[src/rtl/serial_add_ctrl.sv]
// rtl/serial_add_ctrl.sv - two-requester bit-serial adder controller driving an external 2-cycle registered full adder
// Define SERIAL_ADD_OVF_EN to add the rsp_ovf signed-overflow output.

module serial_add_ctrl #(
   parameter int WIDTH = 8
) (
   input  logic             clk,
   input  logic             reset,
   input  logic             req0_valid,
   output logic             req0_ready,
   input  logic [WIDTH-1:0] req0_a,
   input  logic [WIDTH-1:0] req0_b,
   input  logic             req0_cin,
   input  logic             req1_valid,
   output logic             req1_ready,
   input  logic [WIDTH-1:0] req1_a,
   input  logic [WIDTH-1:0] req1_b,
   input  logic             req1_cin,
   output logic             fa_a,
   output logic             fa_b,
   output logic             fa_cin,
   input  logic             fa_sum,
   input  logic             fa_cout,
   output logic             rsp_valid,
   input  logic             rsp_ready,
   output logic             rsp_id,
   output logic [WIDTH-1:0] rsp_sum,
   output logic             rsp_cout,
   output logic             busy
`ifdef SERIAL_ADD_OVF_EN
   ,
   output logic             rsp_ovf
`endif
);

   localparam int IW = $clog2(WIDTH);

   typedef enum logic [2:0] {IDLE, ISSUE, WAIT, CAPTURE, RESP} state_t;

   state_t           state_q, state_d;
   logic [WIDTH-1:0] a_q, a_d, b_q, b_d, sum_q, sum_d;
   logic [IW-1:0]    idx_q, idx_d;
   logic             carry_q, carry_d, id_q, id_d, rr_q, rr_d;
   logic             fa_a_q, fa_a_d, fa_b_q, fa_b_d, fa_cin_q, fa_cin_d;
   logic             rsp_valid_q, rsp_valid_d, busy_q, busy_d;
   logic             gnt0, gnt1, last_bit;
`ifdef SERIAL_ADD_OVF_EN
   logic             ovf_q, ovf_d;
`endif

   always_comb begin
      state_d  = state_q;
      a_d      = a_q;
      b_d      = b_q;
      sum_d    = sum_q;
      idx_d    = idx_q;
      carry_d  = carry_q;
      id_d     = id_q;
      rr_d     = rr_q;
      fa_a_d   = 1'b0;
      fa_b_d   = 1'b0;
      fa_cin_d = 1'b0;
      gnt0     = 1'b0;
      gnt1     = 1'b0;
      last_bit = (idx_q == IW'(WIDTH - 1));
`ifdef SERIAL_ADD_OVF_EN
      ovf_d    = ovf_q;
`endif
      case (state_q)
         IDLE: begin
            // rr_q set means req1 currently holds priority
            gnt0 = req0_valid && (!req1_valid || !rr_q);
            gnt1 = req1_valid && !gnt0;
            if (gnt0 || gnt1) begin
               state_d  = ISSUE;
               id_d     = gnt1;
               rr_d     = gnt0;
               a_d      = gnt1 ? req1_a : req0_a;
               b_d      = gnt1 ? req1_b : req0_b;
               carry_d  = gnt1 ? req1_cin : req0_cin;
               idx_d    = '0;
               fa_a_d   = a_d[0];
               fa_b_d   = b_d[0];
               fa_cin_d = carry_d;
            end
         end
         ISSUE:   state_d = WAIT;
         WAIT:    state_d = CAPTURE;
         CAPTURE: begin
            sum_d[idx_q] = fa_sum;
            carry_d      = fa_cout;
            idx_d        = idx_q + IW'(1);
            if (last_bit) begin
               state_d = RESP;
`ifdef SERIAL_ADD_OVF_EN
               ovf_d   = carry_q ^ fa_cout;
`endif
            end else begin
               state_d  = ISSUE;
               fa_a_d   = a_q[idx_d];
               fa_b_d   = b_q[idx_d];
               fa_cin_d = fa_cout;
            end
         end
         RESP:    if (rsp_ready) state_d = IDLE;
         default: state_d = IDLE;
      endcase
      busy_d      = (state_d != IDLE);
      rsp_valid_d = (state_d == RESP);
   end

   always_ff @(posedge clk or posedge reset) begin
      if (reset) begin
         state_q     <= IDLE;
         a_q         <= '0;
         b_q         <= '0;
         sum_q       <= '0;
         idx_q       <= '0;
         carry_q     <= 1'b0;
         id_q        <= 1'b0;
         rr_q        <= 1'b0;
         fa_a_q      <= 1'b0;
         fa_b_q      <= 1'b0;
         fa_cin_q    <= 1'b0;
         rsp_valid_q <= 1'b0;
         busy_q      <= 1'b0;
`ifdef SERIAL_ADD_OVF_EN
         ovf_q       <= 1'b0;
`endif
      end else begin
         state_q     <= state_d;
         a_q         <= a_d;
         b_q         <= b_d;
         sum_q       <= sum_d;
         idx_q       <= idx_d;
         carry_q     <= carry_d;
         id_q        <= id_d;
         rr_q        <= rr_d;
         fa_a_q      <= fa_a_d;
         fa_b_q      <= fa_b_d;
         fa_cin_q    <= fa_cin_d;
         rsp_valid_q <= rsp_valid_d;
         busy_q      <= busy_d;
`ifdef SERIAL_ADD_OVF_EN
         ovf_q       <= ovf_d;
`endif
      end
   end

   assign req0_ready = gnt0;
   assign req1_ready = gnt1;
   assign fa_a       = fa_a_q;
   assign fa_b       = fa_b_q;
   assign fa_cin     = fa_cin_q;
   assign rsp_valid  = rsp_valid_q;
   assign rsp_id     = id_q;
   assign rsp_sum    = sum_q;
   assign rsp_cout   = carry_q;
   assign busy       = busy_q;
`ifdef SERIAL_ADD_OVF_EN
   assign rsp_ovf    = ovf_q;
`endif

endmodule

[config.mk]
export PLATFORM = sky130hd
export DESIGN_NAME = serial_add_ctrl
export DESIGN_NICKNAME = d
export VERILOG_FILES = /design/src/rtl/serial_add_ctrl.sv
export SDC_FILE = /design/constraint.sdc
export NUM_CORES = 1
export LEC_CHECK = 0
export ABC_CLOCK_PERIOD_IN_PS = 1900
export CAP_MARGIN = 40
export CORE_ASPECT_RATIO = 1.5
export CORE_MARGIN = 1.5
export CORE_UTILIZATION = 62
export DETAILED_ROUTE_END_ITERATION = 10
export DONT_BUFFER_PORTS = 1
export HOLD_SLACK_MARGIN = 0.03
export PLACE_DENSITY = 0.86
export SLEW_MARGIN = 0
export SYNTH_ARGS = -nofsm -noshare
export SYNTH_HDL_FRONTEND = slang
export SYNTH_SLANG_ARGS = --single-unit
[constraint.sdc]
create_clock -name clk -period 1.9 [get_ports clk]
set_input_delay 0.475 -clock clk [delete_from_list [all_inputs] [get_ports clk]]
set_output_delay 0.475 -clock clk [all_outputs]
set_load 0.02 [all_outputs]
==> results of run 1 <==
timing repair:
item | CTS | global route
buffers inserted | 0 | 0
endpoints found under the setup margin | 1 | 1
hold endpoints to repair | 0 | 0
gates cloned | 0 | 0
resized for setup | 1 | 1
cell families after synthesis:
kind of cell / Yosys count / share of synthesized area [%]
compound gates: 30 / 8.981
xor+xnor: 1 / 0.4693
fa+ha+maj: 2 / 1.340
buf+inv: 12 / 3.284
flops: 38 / 50.94
mux: 32 / 18.43
simple gates: 57 / 16.56
flip-flops by register name, indices dropped and copies added (netlist names):
signal and flops:
state_q 3, fa_cin 1, idx_q 3, rsp_cout 1
rr_q 1, rsp_sum 8, rsp_id 1, busy 1
fa_b 1, rsp_valid 1, a_q 8, b_q 8
fa_a 1
routing by layer:
layer	wire length (um)	vias up	track usage, %
li1	-	612	-
met2	1884	41	40.59
met5	0	-	0
met1	1247	624	24.43
met3	155	6	6.202
met4	64	0	9.009
power by group through the flow:
stage	clock network [mW]	registers, mW	logic [mW]
3_3_place_gp	0	1.58	1.21
5_1_grt	0.686	1.63	1.44
3_5_place_dp	0	1.60	1.28
6_report	0.633	1.58	1.27
4_1_cts	0.647	1.59	1.29
2_1_floorplan	0	1.53	1.06
cells in the mapped netlist, types with 2 or more instances:
cell type and count:
ha_1 2, buf_2 4, nand3b_1 6, mux2_2 7, mux2i_1 22, o22ai_1 2, mux2_1 2, dfrtp_1 38
clkbuf_1 4, inv_1 2, nand3_1 8, nor2_1 5, nor3b_2 2, nand2_1 24, a21o_1 2, o21ai_0 21
critical path: stages (launching register included):
cell and delay, ps:
dfrtp_1 460, nor3_2 250, and3_1 330
layout make-up:
type	count	area [sq um]	area share [%]
multi-input combinational	122	865.8	42.69
clock buffer	8	110.1	5.429
tap	39	48.80	2.406
inverter	2	7.507	0.3701
sequential	38	950.9	46.88
timing repair buffer	6	45.04	2.221
worst paths after layout:
path | start | cells past startpoint | to
min in group clk | fa_sum | 1 | rsp_sum[6]$_DFFE_PP0P_
max in group asynchronous | reset | 2 | fa_cin$_DFF_PP0_
setup / recovery | state_q[0]$_DFF_PP0_ | 2 | req0_ready
setup reg to reg | idx_q[0]$_DFFE_PP0P_ | 5 | fa_b$_DFF_PP0_
hold reg to reg | a_q[2]$_DFFE_PP0P_ | 2 | a_q[2]$_DFFE_PP0P_
hold / removal | reset | 2 | rsp_sum[0]$_DFFE_PP0P_
metrics by stage:
stage | cell area (sq um) | utilization (%) | std cells | power [mW] | setup WS, ps
after CTS | 2023 | 70.18 | 215 | 3.524 | 39.54
after global placement | 1911 | 66.28 | 207 | 2.789 | 314.5
final | 2028 | 70.36 | 215 | 3.491 | 97.82
after detailed placement | 1911 | 66.28 | 207 | 2.882 | 260.3
after global routing | 2028 | 70.36 | 215 | 3.761 | 39.17
after floorplan | 1867 | - | 172 | 2.583 | 223.5
==> impl_metrics.tcl, run 1 <==
set metrics [dict create \
    end_kind "primary output" \
    cts_tree "yes" \
    fin_crit_ps 1802 \
    reg2reg_slack_ps 260 \
    sw_frac_of_total_pct 38.70 \
    p_int_mw 2.140 \
    wl_per_cell_um 15.59 \
    maxCapViolations 0 \
    cp_max_fo 6 \
    final_common_cell "dfrtp_1" \
    ys.warnings.count 0 \
    clock.fmax_ghz 0.5549 \
    fillerInstances 237 \
    yosysUniqueCellTypes 37 \
    grt_pass1_vias 1325 \
    power_leakage_nw 0.9713 \
    die_y_um 70.21 \
    power.clock.fraction_pct 18.1 \
    slew_headroom_pct 69.57 \
    drt_wl_total_um 3351 \
    vias 1283 \
    fin_hold_ws_ps 168.8 \
    synth_top_area_share_pct 50.94 \
    drive_above_1_share_pct 18.18 \
    start_util_pct 64.76 \
    synth-main-ff-cell "dfrtp_1" \
    tightest_slew_ps 456.5 \
    grt_start_max_net_pins 45 \
    core_area_sq_um 2883 \
    power.density_nw_per_um2 1721 \
    track_usage_pct 23.19 \
    numCtsBuffers 5 \
    final_cell_mix "dfrtp_1, nand2_1, mux2i_1" \
    num_antenna_cells 0 \
    grt_pass1_wl_um 5561 \
    p_sw_mw 1.351 \
    via_per_inst 5.967 \
    status "completed" \
    syn-cell-area_sq_um 1867 \
    synth_seq_cells 38 \
    combPwrFrac_pct 36.5 \
    hpwl_um 2484 \
    drt_iter0_drc 27 \
    rsz0062_at_grt "false" \
    die_w_um 47.80 \
    ys_seq_area_share_pct 50.94 \
    io_pins 58 \
    irDropWorstVdd_v 0.001017 \
    clk_pin_slew_ps 70 \
    syn-num-nets 215 \
    cts_hold_buf 0 \
    drt_pass1_iterations 4 \
    ant_nets 0 \
    cp-start-kind "flip-flop" \
    hold_viol_final 0 \
    hp-class "input pin to async pin" \
    clock_path_buffers 2 \
    grt_overflow 0 \
    die-area_sq_um 3356 \
    cts_sinks 38 \
    gp_congestion 0.7628 \
    post-route-drc-count 0 \
    cp.required_ps 1420 \
    synth_edf_count 0 \
    syn-instance-count 172 \
    nets 218 \
    min_period_over_period_pct 94.85 \
    drv_slew 0 \
    synth_top_area_cell "dfrtp_1" \
    ys_top_cells_by_area "dfrtp_1, mux2i_1, o21ai_0" \
    cp.arrival_ps 1330 \
    numPortBuffers 0 \
    antenna_found_initial 0 \
    ys_async_sr_fraction_pct 100.0 \
    setup_viol 0 \
    area_delta_synth_final_pct 8.646 \
    h-tree-depth 2 \
    p_seq_share_pct 45.4 \
    tns_ps 0 \
    clock_skew_ps 7.247 \
    insertion_delay_ps 300 \
    worstSetupPathType "flip-flop to primary output" \
    rows 24 \
    synth.avg_cell_area_sq_um 10.85 \
    cts_root_buf "clkbuf_8" \
]
(Power assumes the default switching activity.)
==> run 2, diff against run 1 <==
--- a/config.mk
+++ b/config.mk
@@ -9,11 +9,11 @@
 export CAP_MARGIN = 40
 export CORE_ASPECT_RATIO = 1.5
 export CORE_MARGIN = 1.5
-export CORE_UTILIZATION = 62
+export CORE_UTILIZATION = 43
 export DETAILED_ROUTE_END_ITERATION = 10
 export DONT_BUFFER_PORTS = 1
-export HOLD_SLACK_MARGIN = 0.03
-export PLACE_DENSITY = 0.86
+export HOLD_SLACK_MARGIN = 0.05
+export PLACE_DENSITY = 0.66
 export SLEW_MARGIN = 0
 export SYNTH_ARGS = -nofsm -noshare
 export SYNTH_HDL_FRONTEND = slang
==> impl_metrics.tcl, run 2 (synthesis gave the netlist of run 1 again) <==
set metrics [dict create \
    status "completed" \
    num_antenna_cells 0 \
    hp-class "input pin to async pin" \
    cts_hold_buf 0 \
    ant_nets 0 \
    core_area_sq_um 4209 \
    die-area_sq_um 4754 \
    antenna_found_initial 0 \
    power_leakage_nw 0.9620 \
    hpwl_um 2571 \
    cts_sinks 38 \
    clock_path_buffers 2 \
    die_y_um 83.70 \
    drive_above_1_share_pct 17.61 \
    nets 218 \
    wl_per_cell_um 15.50 \
    tns_ps 0 \
    min_period_over_period_pct 94.97 \
    h-tree-depth 2 \
    cts_root_buf "clkbuf_8" \
    grtUsageMet3_pct 4.651 \
    worstSetupPathType "flip-flop to primary output" \
    worst_slack_ps 95.58 \
    irDropWorstVdd_v 0.001060 \
    grt_start_max_net_pins 45 \
    maxCapViolations 0 \
    grt_overflow 0 \
    numCtsBuffers 5 \
    numPortBuffers 0 \
    slew_headroom_pct 69.11 \
    fin_area_sq_um 2018 \
    fin_crit_ps 1804 \
    gp_congestion 0.7456 \
    tightest_slew_ps 463.3 \
    fin_hold_ws_ps 185.6 \
    drt_wl_total_um 3441 \
    rsz0062_at_grt "false" \
    cp-start-kind "flip-flop" \
    clock_skew_ps 3.842 \
    setup_viol 0 \
    cp.arrival_ps 1330 \
    utilization_pct 47.95 \
    final_common_cell "dfrtp_1" \
    clock.fmax_ghz 0.5542 \
    gr-usage-met2_pct 27.17 \
    vias 1242 \
    post-route-drc-count 0 \
    busiest_layer "met2" \
    rows 29 \
    dpl_cell_area_sq_um 1919 \
    hold_viol_final 0 \
    cp.required_ps 1420 \
    drt_iter0_drc 35 \
    end_kind "primary output" \
    track_usage_pct 15.73 \
    use_met1_pct 17.32 \
    dpl_worst_slack_ps 257.5 \
    final_cell_mix "dfrtp_1, nand2_1, mux2i_1" \
    io_pins 58 \
    area_delta_synth_final_pct 8.110 \
    drt_pass1_iterations 4 \
    clk_pin_slew_ps 70 \
    cts_tree "yes" \
    grt_pass1_wl_um 5768 \
    cts_setup_buffers 0 \
    grt_pass1_vias 1229 \
    drv_slew 0 \
    insertion_delay_ps 290 \
    cp_max_fo 6 \
    power.density_nw_per_um2 1692 \
    die_w_um 56.80 \
    start_util_pct 44.35 \
    via_per_inst 5.595 \
]
==> run 2: path summary, 6_finish.rpt <==
| path | start | endpoint | slack (ps) | depth (start not counted) |
|---|---|---|---|---|
| hold / removal | reset | b_q[1]$_DFFE_PP0P_ | 190 | 2 |
| min in group clk | fa_cout | fa_cin$_DFF_PP0_ | 320 | 2 |
| setup / recovery | state_q[0]$_DFF_PP0_ | req0_ready | 100 | 2 |
| max in group asynchronous | reset | a_q[5]$_DFFE_PP0P_ | 1390 | 2 |
| setup reg to reg | idx_q[0]$_DFFE_PP0P_ | fa_b$_DFF_PP0_ | 250 | 5 |
| hold reg to reg | b_q[7]$_DFFE_PP0P_ | b_q[7]$_DFFE_PP0P_ | 480 | 2 |
==> run 2: where the power goes <==
part | leakage, nW | switching [mW] | internal, mW
Combinational | 0.442 | 0.665 | 0.602
Sequential | 0.472 | 0.420 | 1.17
Clock | 0.0482 | 0.263 | 0.292
Total | 0.962 | 1.35 | 2.07
==> run 2: through the flow <==
stage / power (mW) / cells
4_1_cts: 3.453 / 222
5_1_grt: 3.683 / 222
3_3_place_gp: 2.801 / 214
3_5_place_dp: 2.884 / 214
2_1_floorplan: 2.583 / 172
6_report: 3.415 / 222
==> run 2: timing repair <==
item,CTS,global route
setup endpoints to repair,1,1
gates resized for setup,1,1
cloned,0,0
endpoints found under the hold margin,0,0
==> run 2: critical path, stage by stage, from the launching register on <==
cell,delay (ps)
dfrtp_1,460
nor3_2,250
and3_1,330
==> run 2: layout make-up <==
cell class / instances / area, sq um
fill: 396 / 2191
sequential: 38 / 950.9
multi-input combinational: 122 / 865.8
clock buffer: 7 / 86.33
tap: 46 / 57.56
timing repair buffer: 6 / 45.04
inverter: 2 / 7.507
clock inverter: 1 / 5.005
==> run 2: per-layer routing <==
metal  vias to the layer above  wire length, um
met4                         0               59
met3                         7              183
met5                         -                0
li1                        608                -
met2                        40             1844
met1                       587             1354
==> run 3, diff against run 2 <==
==> constraint.sdc (replaced) <==
create_clock -name clk -period 1.9 [get_ports clk]
set_input_delay 0.19 -clock clk [delete_from_list [all_inputs] [get_ports clk]]
set_output_delay 0.19 -clock clk [all_outputs]
set_load 0.02 [all_outputs]
==> impl_metrics.tcl, run 3 (synthesis gave the netlist of run 1 again) <==
set metrics [dict create \
    drv_slew 0 \
    tightest_slew_ps 480.1 \
    power_leakage_nw 0.9698 \
    dpl_worst_slack_ps 269.4 \
    utilization_pct 48.31 \
    r2r-end "fa_b$_DFF_PP0_" \
    post_cts_resized 0 \
    area_delta_synth_final_pct 8.914 \
    end_kind "flip-flop" \
    numCtsBuffers 5 \
    worstSetupPathType "flip-flop to flip-flop" \
    io_pins 58 \
    cp.required_ps 2050 \
    cts_tree "yes" \
    grt_pass1_wl_um 6044 \
    clock_skew_ps 1.536 \
    min_period_over_period_pct 86.90 \
    via_per_inst 5.711 \
    track_usage_pct 16.32 \
    hpwl_um 2531 \
    start_util_pct 44.35 \
    drt_iter0_drc 31 \
    crit-reg2reg-launch "idx_q[0]$_DFFE_PP0P_" \
    worstRegToRegCells 5 \
    worst_slack_ps 248.8 \
    cts_sinks 38 \
    maxCapViolations 0 \
    final_cell_mix "dfrtp_1, nand2_1, mux2i_1" \
    insertion_delay_ps 280 \
    drt_pass1_iterations 4 \
    wl_per_cell_um 15.48 \
    cts_root_buf "clkbuf_8" \
    rows 29 \
    hold_start "req0_valid" \
    setup_viol 0 \
    fin_crit_ps 1651 \
    grt_pass1_vias 1306 \
    power.density_nw_per_um2 1656 \
    status "completed" \
    nets 222 \
    clock.fmax_ghz 0.6056 \
    grt_overflow 0 \
    ant_nets 0 \
    rsz0062_at_grt "false" \
    hold_viol_final 0 \
    holdPathEnd "state_q[0]$_DFF_PP0_" \
    tns_ps 0 \
    die_w_um 56.80 \
    wl_met1_um 1395 \
    h-tree-depth 2 \
    dp_cells 215 \
    numPortBuffers 0 \
    top_layer_used "met4" \
    drt_wl_total_um 3483 \
    cp.arrival_ps 1800 \
    reg2reg_slack_ps 250 \
    hp-class "input pin to flip-flop" \
    die-area_sq_um 4754 \
    drive_above_1_share_pct 16.20 \
    grt_start_max_net_pins 42 \
    wl_met3_um 161 \
    vias 1285 \
    cts_setup_buffers 0 \
    num_antenna_cells 0 \
    min_path_cells 2 \
    cp_max_fo 8 \
    final_common_cell "dfrtp_1" \
    wl_met2_um 1850 \
    die_y_um 83.70 \
    fin_hold_ws_ps 59.20 \
    final_cells 225 \
    gp_congestion 0.6836 \
    clk_pin_slew_ps 70 \
    post-route-drc-count 0 \
    core_area_sq_um 4209 \
    cp-start-kind "flip-flop" \
    slew_headroom_pct 67.99 \
    clock_path_buffers 2 \
    antenna_found_initial 0 \
    irDropWorstVdd_v 0.0008341 \
]
-- run 3: how the worst max path moves through the flow --
| stage | end | startpoint | cells past startpoint | slack (ps) |
|---|---|---|---|---|
| finish | fa_b$_DFF_PP0_ | idx_q[0]$_DFFE_PP0P_ | 5 | 250 |
| global route | req1_ready | state_q[0]$_DFF_PP0_ | 4 | 160 |
| CTS | req1_ready | state_q[0]$_DFF_PP0_ | 4 | 250 |
| detailed placement | fa_b$_DFF_PP0_ | idx_q[1]$_DFFE_PP0P_ | 4 | 270 |
| global placement | fa_b$_DFF_PP0_ | idx_q[0]$_DFFE_PP0P_ | 4 | 300 |
| floorplan | fa_b$_DFF_PP0_ | idx_q[0]$_DFFE_PP0P_ | 5 | 290 |
-- run 3: repair_timing --
action | CTS | global route
hold buffers | 3 | 0
endpoints found under the setup margin | 0 | 0
hold endpoints to repair | 46 | 0
-- run 3: power breakdown --
part	switching (mW)	internal, mW
clock network	0.254	0.252
logic	0.663	0.606
registers	0.417	1.17
-- run 3: per-layer routing --
| layer | up-vias | GRT usage [%] |
|---|---|---|
| li1 | 619 | - |
| met1 | 623 | 18.60 |
| met2 | 37 | 28.12 |
| met3 | 6 | 4.031 |
| met4 | 0 | 7.611 |
| met5 | - | 0 |
-- run 3: area by class of cell --
type	count	area, sq um
fill	400	2176
tap	46	57.56
clock buffer	7	76.32
sequential	38	950.9
inverter	2	7.507
timing repair buffer	10	82.58
multi-input combinational	122	858.3
-- run 3: worst max-delay path, stage by stage (launching register included) --
cell and delay, ps:
dfrtp_1 390, ha_1 200, ha_1 410, mux4_2 340
nor2_1 100, o22ai_1 90
-- run 3: per-stage QoR --
step                total power, mW  instance area [sq um]
detailed placement            2.888                   1927
floorplan                     2.583                   1867
CTS                           3.412                   2033
global route                  3.647                   2033
finish                        3.366                   2033
global placement              2.808                   1927
